## config.mk

```make
export PLATFORM = sky130hd
export DESIGN_NAME = gobang_move_ctrl
export DESIGN_NICKNAME = d
export VERILOG_FILES = /design/src/rtl/gobang_move_ctrl.sv
export SDC_FILE = /design/constraint.sdc
export NUM_CORES = 1
export LEC_CHECK = 0
export ABC_AREA = 1
export CORE_UTILIZATION = 50
export DETAILED_ROUTE_END_ITERATION = 6
export GPL_TIMING_DRIVEN = 0
export PLACE_DENSITY = 0.7
export RECOVER_POWER = 50
export SYNTH_ARGS = -nofsm -noshare
export SYNTH_HDL_FRONTEND = slang
export SYNTH_SLANG_ARGS = --single-unit
export TNS_END_PERCENT = 50
```

## constraint.sdc

```tcl
create_clock -name clock -period 4 [get_ports clock]
set_input_delay 0.8 -clock clock [delete_from_list [all_inputs] [get_ports clock]]
set_output_delay 0.8 -clock clock [all_outputs]
set_load 0.01 [all_outputs]
```

## src/rtl/gobang_move_ctrl.sv

```systemverilog
// GoBang move sequencer: debounces the put key, validates and writes a stone,
// scans four line directions for a win, then switches turn or locks the game.
module gobang_move_ctrl #(
  parameter int BOARD_N    = 15,
  parameter int DEB_CYCLES = 1000000,
  parameter int WIN_LEN    = 5
) (
  input  logic       clock,
  input  logic       resetn,
  input  logic       put_n,
  input  logic [7:0] coord,
  output logic [7:0] mem_addr,
  input  logic [1:0] mem_rdata,
  output logic       mem_we,
  output logic [1:0] mem_wdata,
  output logic       turn,
  output logic       change_turn,
  output logic [1:0] win,
  output logic       busy,
  output logic       reject
);

  localparam int DW = $clog2(DEB_CYCLES + 1);
  localparam logic [DW-1:0]     DEB_MAX = DW'(DEB_CYCLES);
  localparam logic [3:0]        LAST_RC = 4'(BOARD_N - 1);
  localparam logic [4:0]        N_EXT   = 5'(BOARD_N);
  localparam logic signed [7:0] N_S     = 8'(BOARD_N);
  localparam logic [3:0]        K_LAST  = 4'(WIN_LEN - 1);
  localparam logic [3:0]        WIN_CNT = 4'(WIN_LEN);

  typedef enum logic [3:0] {
    S_CLEAR, S_IDLE, S_RD_CELL, S_CHK_CELL, S_WRITE,
    S_STEP_RD, S_STEP_CHK, S_SWITCH, S_WIN
  } state_t;

  state_t state_reg, state_next;

  logic          put_s1_reg, put_s2_reg, press_reg;
  logic [DW-1:0] deb_cnt_reg;

  logic [3:0] clr_row_reg, clr_row_next, clr_col_reg, clr_col_next;
  logic [3:0] row_reg, row_next, col_reg, col_next;
  logic       turn_reg, turn_next;
  logic [1:0] win_reg, win_next;
  logic [3:0] count_reg, count_next;
  logic [1:0] dir_reg, dir_next;
  logic       side_reg, side_next;
  logic [3:0] k_reg, k_next;
  logic       side_done;
  logic [1:0] code;

  logic signed [7:0] k_s, dr_s, dc_s, tr_s, tc_s;
  logic              tgt_ok;

  // Synchroniser flops idle at the released key level so no count starts out of reset.
  always_ff @(posedge clock or negedge resetn) begin
    if (!resetn) begin
      put_s1_reg  <= 1'b1;
      put_s2_reg  <= 1'b1;
      deb_cnt_reg <= '0;
      press_reg   <= 1'b0;
    end else begin
      put_s1_reg <= put_n;
      put_s2_reg <= put_s1_reg;
      press_reg  <= !put_s2_reg && (deb_cnt_reg == DEB_MAX - 1'b1);
      if (put_s2_reg)
        deb_cnt_reg <= '0;
      else if (deb_cnt_reg != DEB_MAX)
        deb_cnt_reg <= deb_cnt_reg + 1'b1;
    end
  end

  assign code = turn_reg ? 2'b10 : 2'b01;

  // Scan target: (row,col) + k*(dr,dc) on the + side, negated on the - side.
  always_comb begin
    k_s  = {4'b0000, k_reg};
    dr_s = k_s;
    dc_s = k_s;
    case (dir_reg)
      2'd0:    dr_s = '0;
      2'd1:    dc_s = '0;
      2'd3:    dc_s = -k_s;
      default: dr_s = k_s;
    endcase
    if (side_reg) begin
      dr_s = -dr_s;
      dc_s = -dc_s;
    end
    tr_s   = $signed({4'b0000, row_reg}) + dr_s;
    tc_s   = $signed({4'b0000, col_reg}) + dc_s;
    tgt_ok = !tr_s[7] && (tr_s < N_S) && !tc_s[7] && (tc_s < N_S);
  end

  always_comb begin
    state_next   = state_reg;
    clr_row_next = clr_row_reg;
    clr_col_next = clr_col_reg;
    row_next     = row_reg;
    col_next     = col_reg;
    turn_next    = turn_reg;
    win_next     = win_reg;
    count_next   = count_reg;
    dir_next     = dir_reg;
    side_next    = side_reg;
    k_next       = k_reg;
    side_done    = 1'b0;
    mem_addr     = '0;
    mem_we       = 1'b0;
    mem_wdata    = 2'b00;
    reject       = 1'b0;
    change_turn  = 1'b0;

    case (state_reg)
      S_CLEAR: begin
        mem_addr = {clr_row_reg, clr_col_reg};
        mem_we   = resetn;
        if (clr_col_reg == LAST_RC) begin
          clr_col_next = '0;
          if (clr_row_reg == LAST_RC) begin
            clr_row_next = '0;
            state_next   = S_IDLE;
          end else begin
            clr_row_next = clr_row_reg + 1'b1;
          end
        end else begin
          clr_col_next = clr_col_reg + 1'b1;
        end
      end
      S_IDLE: begin
        if (press_reg) begin
          row_next = coord[7:4];
          col_next = coord[3:0];
          if (({1'b0, coord[7:4]} >= N_EXT) || ({1'b0, coord[3:0]} >= N_EXT))
            reject = 1'b1;
          else
            state_next = S_RD_CELL;
        end
      end
      S_RD_CELL: begin
        mem_addr   = {row_reg, col_reg};
        state_next = S_CHK_CELL;
      end
      S_CHK_CELL: begin
        if (mem_rdata != 2'b00) begin
          reject     = 1'b1;
          state_next = S_IDLE;
        end else begin
          state_next = S_WRITE;
        end
      end
      S_WRITE: begin
        mem_addr   = {row_reg, col_reg};
        mem_we     = 1'b1;
        mem_wdata  = code;
        count_next = 4'd1;
        dir_next   = 2'd0;
        side_next  = 1'b0;
        k_next     = 4'd1;
        state_next = S_STEP_RD;
      end
      S_STEP_RD: begin
        // Off-board neighbours end the side without touching memory.
        if (tgt_ok) begin
          mem_addr   = {tr_s[3:0], tc_s[3:0]};
          state_next = S_STEP_CHK;
        end else begin
          side_done = 1'b1;
        end
      end
      S_STEP_CHK: begin
        if (mem_rdata == code) begin
          count_next = count_reg + 1'b1;
          if (k_reg == K_LAST) begin
            side_done = 1'b1;
          end else begin
            k_next     = k_reg + 1'b1;
            state_next = S_STEP_RD;
          end
        end else begin
          side_done = 1'b1;
        end
      end
      S_SWITCH: begin
        change_turn = 1'b1;
        turn_next   = ~turn_reg;
        state_next  = S_IDLE;
      end
      S_WIN: begin
        win_next = win_reg | code;
      end
      default: state_next = S_CLEAR;
    endcase

    if (side_done) begin
      k_next = 4'd1;
      if (!side_reg) begin
        side_next  = 1'b1;
        state_next = S_STEP_RD;
      end else if (count_next >= WIN_CNT) begin
        state_next = S_WIN;
      end else if (dir_reg == 2'd3) begin
        state_next = S_SWITCH;
      end else begin
        dir_next   = dir_reg + 1'b1;
        side_next  = 1'b0;
        count_next = 4'd1;
        state_next = S_STEP_RD;
      end
    end
  end

  always_ff @(posedge clock or negedge resetn) begin
    if (!resetn) begin
      state_reg   <= S_CLEAR;
      clr_row_reg <= '0;
      clr_col_reg <= '0;
      row_reg     <= '0;
      col_reg     <= '0;
      turn_reg    <= 1'b0;
      win_reg     <= 2'b00;
      count_reg   <= '0;
      dir_reg     <= '0;
      side_reg    <= 1'b0;
      k_reg       <= '0;
    end else begin
      state_reg   <= state_next;
      clr_row_reg <= clr_row_next;
      clr_col_reg <= clr_col_next;
      row_reg     <= row_next;
      col_reg     <= col_next;
      turn_reg    <= turn_next;
      win_reg     <= win_next;
      count_reg   <= count_next;
      dir_reg     <= dir_next;
      side_reg    <= side_next;
      k_reg       <= k_next;
    end
  end

  assign turn = turn_reg;
  assign win  = win_reg;
  assign busy = (state_reg != S_IDLE);

endmodule
```

== Yosys cells after proc, flatten, opt, wreduce, memory -nomap -nowiden ==
Cells that the tools add are included.

* Multiply operators: 0
* Add/sub/neg operators: 11
* Magnitude comparators: 5
* Muxes and demuxes: 55
* Equality and inequality tests: 25
* Reductions and logical operators: 18
* Shift operators: 0
* Divide/modulo/power cells: 0
* Bitwise logic cells: 2

{| class="wikitable"
|+ Operator list
! cell !! number
|-
| $mux 4 || 21
|-
| $mux 20 || 2
|-
| $pmux 4 s9 || 1
|-
| $mux 8 || 3
|-
| $pmux 8 s3 || 1
|-
| $ne 3x3->1 const B || 7
|-
| $add 20x1->20 const B || 1
|-
| $eq 20x20->1 const B || 1
|-
| $eq 4x3->1 const B || 5
|-
| $ne 20x20->1 const B || 1
|-
| $add 4x1->4 const B || 4
|-
| $add 5x8->8 || 2
|-
| $lt 8x5->1 const B || 2
|-
| $mux 2 || 8
|-
| $neg 8->8 || 2
|-
| $pmux 4 s2 || 2
|-
| $pmux 8 s2 || 1
|-
| $eq 4x4->1 const B || 3
|-
| $mux 1 || 12
|-
| $eq 4x2->1 const B || 2
|-
| $ge 4x4->1 const B || 2
|-
| $neg 4->8 || 1
|-
| $reduce_and 8->1 || 1
|-
| $pmux 1 s2 || 3
|-
| 21 further kinds || 28
|}

* Register bits after elaboration: 57
* Output and inout port bits: 17
* Memory bits (read-only): 0
* Latch bits: 0
* Memory bits (writable): 0
* Memories: 0

== Logic depth before layout (Yosys ltp) ==
Gate-level depths: netlist of run 1.

* Word-level depth: 13
* Depth in mapped cells: 27

== Worst setup path after synthesis of run 1 ==
OpenSTA, ideal clock, no wires.

* Path kind: register to output
* Start: register dir_reg[0]
* End: output mem_addr[1]
* Stages on the path, launching flop included: 21
* Setup slack: 0.154 ns
* Required time: 3.200 ns
* Data arrival time: 3.046 ns
* Cell sequence: dfrtp_1 > ha_1 > buf_6 > nor2_4 > nand2_1 > nand2_1 > inv_1 > ha_1 > nand2_1 > o21ai_0 > inv_1 > fa_1 > xor2_1 > nor2_1 > nand3_1 > nand3_1 > nor2_1 > nand3_1 > a21oi_2 > nand2_4 > o31ai_1

* Longest elaborated chain between the ends: 11

{| class="wikitable"
|+ Ends and longest elaborated chain
! what !! RTL line !! source
|-
| start, declared || 46 || <nowiki>logic [1:0] dir_reg, dir_next;</nowiki>
|-
| start signal, assigned || 235 || <nowiki>dir_reg <= dir_next;</nowiki>
|-
| $logic_not 2->1 || 80 || <nowiki>case (dir_reg)</nowiki>
|-
| $mux 4 || 80 ||
|-
| $neg 8->8 || 87 || <nowiki>dr_s = -dr_s;</nowiki>
|-
| $mux 8 || 86 || <nowiki>if (side_reg) begin</nowiki>
|-
| $add 5x8->8 || 90 || <nowiki>tr_s = $signed({4'b0000, row_reg}) + dr_s;</nowiki>
|-
| $lt 8x5->1 / $logic_not 1->1 (equally long branches) || 92 || <nowiki>tgt_ok = !tr_s[7] && (tr_s < N_S) && !tc_s[7] && (tc_s < N_S);</nowiki>
|-
| $logic_and 1x1->1 (3 in series) || 92 ||
|-
| $mux 8 (*) || 164 || <nowiki>if (tgt_ok) begin</nowiki>
|-
| $pmux 8 s3 (*) || 114 || <nowiki>case (state_reg)</nowiki>
|-
| end, declared || 12 || <nowiki>output logic [7:0] mem_addr,</nowiki>
|}

Mark *: on every way between the ends. The rest lies on a longest branch, timed or not.

== Final worst setup path of run 1 ==
* Start: register dir_reg[0]
* End: output mem_addr[0]

The elaborated chain is that of the path after synthesis.

==> results of run 1 <==
==> metal layers <==
metal | GRT usage (%) | vias to the layer above
li1 | - | 1952
met1 | 33.9 | 1794
met2 | 40.6 | 115
met3 | 4.69 | 27
met4 | 11.5 | 0
met5 | 0 | -
==> layout make-up <==
cell class | instances | area (sq um)
Clock inverter | 7 | 101
Buffer | 7 | 41.3
Fill cell | 654 | 2760
Clock buffer | 9 | 124
Inverter | 91 | 344
Sequential cell | 57 | 1430
Multi-Input combinational cell | 395 | 2380
Tap cell | 102 | 128
Timing Repair Buffer | 49 | 413
==> stage by stage <==
| stage | total power [uW] | utilization (%) |
|---|---|---|
| after floorplan | 618 | - |
| after CTS | 1280 | 62.8 |
| final | 1260 | 64.3 |
| after detailed placement | 653 | 57.5 |
| after global placement | 651 | 57.3 |
| after global routing | 1320 | 64.3 |
==> cell usage after synthesis, drive strengths merged <==
cell / number
nor3: 13
nand2: 125
dfstp: 2
a21boi: 1
a21oi: 33
o2111ai: 1
a41oi: 1
ha: 20
buf: 2
a31o: 1
clkbuf: 5
o211ai: 1
o21ai: 42
a2bb2oi: 1
dfrtp: 55
nand3b: 4
fa: 2
o31ai: 5
xor2: 8
and2: 2
nand4: 11
a31oi: 2
nor3b: 1
nor2: 51
o22ai: 2
inv: 91
nor4: 7
xnor2: 1
a22oi: 4
a211oi: 4
o2111a: 1
nand3: 45
mux2: 3
o21bai: 2
==> worst max path at each step <==
stage	from	cells after the start	slack, ns	to
after global routing	dir_reg[0]$_DFF_PN0_	24	-0.62	mem_addr[2]
after detailed placement	dir_reg[0]$_DFF_PN0_	21	-0.66	mem_addr[1]
after floorplan	dir_reg[0]$_DFF_PN0_	20	0.15	mem_addr[1]
after global placement	resetn	4	-1.03	mem_we
final	dir_reg[0]$_DFF_PN0_	22	-0.42	mem_addr[0]
after CTS	dir_reg[0]$_DFF_PN0_	24	-0.44	mem_addr[2]
==> worst max-delay path, delay by kind of cell (launching register included) <==
kind,cells,cell delay (ns)
compound gates,3,0.45
fa+ha+maj,3,1.00
buf+inv,5,0.50
flops,1,0.45
simple gates,11,0.91
==> timing repair <==
action,4_1_cts,5_1_grt
cloned,1,0
setup endpoints to repair,8,17
pin swaps,17,22
gates resized for setup,60,26
buffers inserted,14,5
==> cell families (layout without fill, tap and decap cells) <==
family	after synthesis	in the layout
simple gates	259	260
flops	57	57
fa+ha+maj	22	22
buf+inv	98	163
compound gates	101	101
mux	3	3
xor+xnor	9	9
==> report_power, final <==
group	internal, uW	switching, uW
registers	582	4.28
logic	23.5	34.7
clock network	356	264
total	962	303
==> run metrics, run 1 <==
synth warn=0; DR vias=3,888; maximum root-to-sink buffer count=2; hold depth=0; placed cell areas=4450 sq um; H-tree levels=3; fin cells=717; Crit-path slowest cell=fa_2; Tot GR Track Use=25.6%; Die ar.=8390 sq um; largest net degree at the start of global routing=33; synth top area cells=dfrtp_1 (34%), nand2_1 (11%), inv_1 (7.7%), ha_1 (6.2%), nand3_1 (5.2%); hold path start=put_s1_reg$_DFF_PN1_; layout cells sized above 1=19.7%; FF-to-FF End=state_reg[0]$_DFFE_PN0P_; Simple-Gate Fraction of Synth Area=30.2%; hold_buf cts=0; initial core utilization=51.9%; FF+latch count, synth=57; CTS Buf Count=9; violated checks=max-capacitance violations, max-slew violations, negative setup slack; r2r setup slk=0.26 ns; sequential-to-total area share from yosys stat=35.6%; synth unique cells=47; Adder-Cell Fraction of Synth Area=7.23%; crit path cell chain=ha_4, buf_6, nor2_4, nand2_1, nand2_2, inv_2, ha_4, nand2_4, o21ai_4, inv_2, fa_2, inv_2, nand2_2, nor2_1, nand3_1, nand3_1, nor2_2, nand3_2, a21oi_4, nand2_4, o21ai_1, clkdlybuf4s15_2; initial drt markers=250; placed instance count=681; power per cell area=255 nW/um^2; 1st-pass router iterations=4; worst slack at placement=-0.659 ns; Final Max Slew Viols=27; max reg flops=20; HP Class=flip-flop to flip-flop; IO Count=30; top cell type's share of synthesized area=34.3%; Setup CP Type=flip-flop to primary output; Max Fanout on Critical Path=5; syn avg cell area=7.31 sq um; vias in the first global route=3,816; Worst EP required=3.20 ns; Met3 Wirelength=538 um; chip width=91.6 um; status=finished, violations left; Max-Cap Viols=1; Hold EP=put_s2_reg$_DFF_PN1_; Row Count=32; antenna viol nets, final=0; max incr delay on CP=0.55 ns; maximum VDD drop=249 uV; Clock Latency Late Sink=0.34 ns; cells after synthesis=549; Post-Synth XOR/XNOR Area=1.96%; r2r startpoint=dir_reg[0]$_DFF_PN0_; fmax=0.226 GHz; Port Buffer Count=29; Worst Skew=0.0106 ns; Worst-Margin Slew=1.55 ns; final setup fails=8; mux contribution to synthesized area=0.842%; clk slew on worst S/H paths=0.07 ns; post-DP HPWL=7.14 mm; Cell Area, Synth=4010 sq um; design area=4970 sq um; Setup crit start kind=flip-flop; Die Y=91.6 um; WL per Instance=13.7 um; Slew HR=-3.01%; Leak=0.00240 uW; core area=7730 sq um; DRC=0; setup TNS=-2.86 ns; post-synth top area cell=dfrtp_1; Antenna Cells=0; worst hold margin=0.357 ns; RSZ-0062 raised after global routing=yes; P&R area growth vs syn=23.8%; Nets=645; vias per cell=5.42; R2R depth=28; Top Metal Used=met4; routed metal-1 wire length=4.56 mm; Crit. End Element=primary output; setup ws final=-0.418 ns; most common cell after layout, fill and taps aside=nand2_1; Routed WL=9.86 mm; first-pass GRT wire length=17.1 mm; grt ovf=0; synthesized net count=584; clock root buffer=clkbuf_8; wire length on met2=4.43 mm; largest family of logic cells by synthesized area=simple AND/OR/NAND/NOR gates; Crit path top cell by count=inv_2; Fin. Hold Viols=0; Worst Path Arrival=3.62 ns; number of clock sinks=57; Placer Congestion=0.871; final period utilization=110%; most frequent cells in the layout=nand2_1 (110), inv_1 (76), dfrtp_1 (53); Compound-Gate Fraction of Synth Area=14.5%; clock tree from TritonCTS=yes; initial antenna violation count=0; minimum clock period=4.42 ns
(Power assumes the default switching activity.)
==> inputs of run 2 (changes only) <==
Settings changed: SLEW_MARGIN set to 20.
==> run metrics, run 2 (synthesis results as in run 1) <==
power per cell area=255 nW/um^2 (about the same); Setup CP Type=flip-flop to primary output (unchanged); vias in the first global route=3,850 (was 3,816); Cell Int Power=976 uW (was 962 uW); H-tree levels=3 (unchanged); Post-Route Utilization=64.4% (was 64.3%); Setup crit start kind=flip-flop (unchanged); chip width=91.6 um (unchanged); initial core utilization=51.9% (unchanged); final period utilization=112% (was 110%); r2r setup slk=0.20 ns (was 0.26 ns); Port Buffer Count=29 (unchanged); HP Class=flip-flop to flip-flop (unchanged); minimum clock period=4.46 ns (was 4.42 ns); Die ar.=8390 sq um (unchanged); status=finished, violations left (unchanged); Die Y=91.6 um (unchanged); grt ovf=0 (unchanged); clock root buffer=clkbuf_8 (unchanged); largest net degree at the start of global routing=42 (was 33); DR vias=3,928 (was 3,888); Flop pwr share=46.2% (was 46.4%); final setup fails=8 (unchanged); layout cells sized above 1=19.5% (was 19.7%); first-pass GRT wire length=17.3 mm (was 17.1 mm); Switch Pwr=294 uW (was 303 uW); maximum VDD drop=164 uV (was 249 uV); Tot GR Track Use=26.0% (was 25.6%); number of clock sinks=57 (unchanged); Crit. End Element=primary output (unchanged); FF-to-FF End=state_reg[0]$_DFFE_PN0P_ (unchanged); RSZ-0062 raised after global routing=yes (unchanged); DRC=0 (unchanged); r2r startpoint=dir_reg[0]$_DFF_PN0_ (unchanged); Leak=0.00240 uW (about the same); Hold EP=put_s2_reg$_DFF_PN1_ (unchanged); Worst EP required=3.20 ns (about the same); Nets=645 (unchanged); CTS Buf Count=9 (unchanged); core area=7730 sq um (unchanged); worst slack at placement=-0.672 ns (was -0.659 ns); Routed WL=9.96 mm (was 9.86 mm); most frequent cells in the layout=nand2_1 (110), inv_1 (77), dfrtp_1 (53) (was nand2_1 (110), inv_1 (76), dfrtp_1 (53)); clock tree from TritonCTS=yes (unchanged); Final Max Slew Viols=0 (was 27); Fin. Hold Viols=0 (unchanged); antenna viol nets, final=0 (unchanged); P&R area growth vs syn=24.1% (was 23.8%); Placer Congestion=0.871 (unchanged); maximum root-to-sink buffer count=2 (unchanged); hold path start=put_s1_reg$_DFF_PN1_ (unchanged); Net Sw Frac=23.2% (was 24.0%); Antenna Cells=0 (unchanged); clock power share=49.2% (was 49.0%); Max-Cap Viols=0 (was 1); Worst-Margin Slew=1.00 ns (was 1.55 ns); Filler cells=671 (was 654); most common cell after layout, fill and taps aside=nand2_1 (unchanged); Worst Path Arrival=3.66 ns (was 3.62 ns); max reg flops=20 (unchanged); vias per cell=5.48 (was 5.42); R2R depth=29 (was 28); Slew HR=33.3% (was -3.01%); Comb pwr share=4.6% (about the same); setup ws final=-0.465 ns (was -0.418 ns); Clock Latency Late Sink=0.34 ns (about the same); post-DP HPWL=7.17 mm (was 7.14 mm); violated checks=negative setup slack (was max-capacitance violations, max-slew violations, negative setup slack); WL per Instance=13.9 um (was 13.7 um); Worst Skew=0.00826 ns (was 0.0106 ns); clk slew on worst S/H paths=0.07 ns (about the same); initial drt markers=216 (was 250); Max Fanout on Critical Path=4 (was 5); Row Count=32 (unchanged); 1st-pass router iterations=5 (was 4); fmax=0.224 GHz (was 0.226 GHz); initial antenna violation count=0 (unchanged); hold depth=0 (unchanged); IO Count=30 (unchanged)
-- run 2: changes by cell type in the layout (fill, tap and decap cells not counted), sizes merged --
| cell | delta |
|---|---|
| buf | +1 |
| clkbuf | +1 |
| clkdlybuf4s15 | -1 |
| clkinv | +1 |
| clkinvlp | -1 |
| inv | -1 |
-- run 2: critical path, cell delays in order (launching register included) --
cell	delay, ns
dfrtp_2	0.44
ha_4	0.18
buf_6	0.12
nor2_4	0.09
nand2_2	0.06
nand2_2	0.07
inv_2	0.06
ha_4	0.27
nand2_4	0.05
o21ai_4	0.10
inv_2	0.06
fa_2	0.56
inv_2	0.04
nand2_2	0.04
nor2_1	0.04
nand3_1	0.08
nand3_1	0.08
nor2_2	0.15
nand3_2	0.10
a21oi_4	0.17
buf_6	0.13
nand2_4	0.06
o31ai_2	0.20
buf_2	0.17
-- run 2: cell type report --
type                    instances  area (sq um)  area share [%]
clock buffers                  10           138            2.76
repair buffers                 49           410            8.24
flip-flops and latches         57          1430            28.8
plain buffers                   7          41.3           0.829
multi-input cells             395          2400            48.1
inverters                      91           344            6.91
well taps                     102           128            2.56
clock inverters                 6          90.1            1.81
-- run 2: per-layer routing --
metal | part of all wire [%] | global-route usage, % | up-vias
li1 | - | - | 1950
met1 | 45 | 33.4 | 1830
met2 | 47 | 42.4 | 123
met3 | 5.2 | 6.03 | 25
met4 | 2.3 | 9.66 | 0
met5 | 0 | 0 | -
-- run 2: power by group through the flow --
stage,sequential [uW],combinational [uW],clock (uW)
after floorplan,596,22.0,0
after global placement,597,53.4,0
after detailed placement,597,56.0,0
after CTS,586,59.0,634
after global routing,587,65.6,672
final,587,58.3,625
-- run 2: per-stage QoR --
step	setup TNS (ns)	hold WS (ns)	power (uW)	instances	instance area (sq um)
after floorplan	0	0.345	618	549	4010
after global placement	-5.73	0.347	651	680	4430
after detailed placement	-5.05	0.347	653	681	4450
after CTS	-2.41	0.319	1280	713	4870
after global routing	-4.45	0.366	1320	717	4980
final	-3.00	0.361	1270	717	4980
-- run 2: repair_timing --
item                       CTS  global route
cloned                       1             0
setup endpoints to repair    8             8
pin swaps                   15            10
hold endpoints to repair     0             0
hold buffers                 0             0
buffers inserted            15             4
resized for setup           69            19
-- run 2: how the worst max path moves through the flow --
stage | startpoint | end | slack [ns] | cells past startpoint
6_report | dir_reg[0]$_DFF_PN0_ | mem_addr[5] | -0.46 | 23
2_1_floorplan | dir_reg[0]$_DFF_PN0_ | mem_addr[1] | 0.15 | 20
3_3_place_gp | resetn | mem_we | -1.03 | 4
4_1_cts | dir_reg[0]$_DFF_PN0_ | mem_addr[6] | -0.42 | 24
5_1_grt | dir_reg[0]$_DFF_PN0_ | mem_addr[2] | -0.64 | 24
3_5_place_dp | dir_reg[0]$_DFF_PN0_ | mem_addr[5] | -0.67 | 21
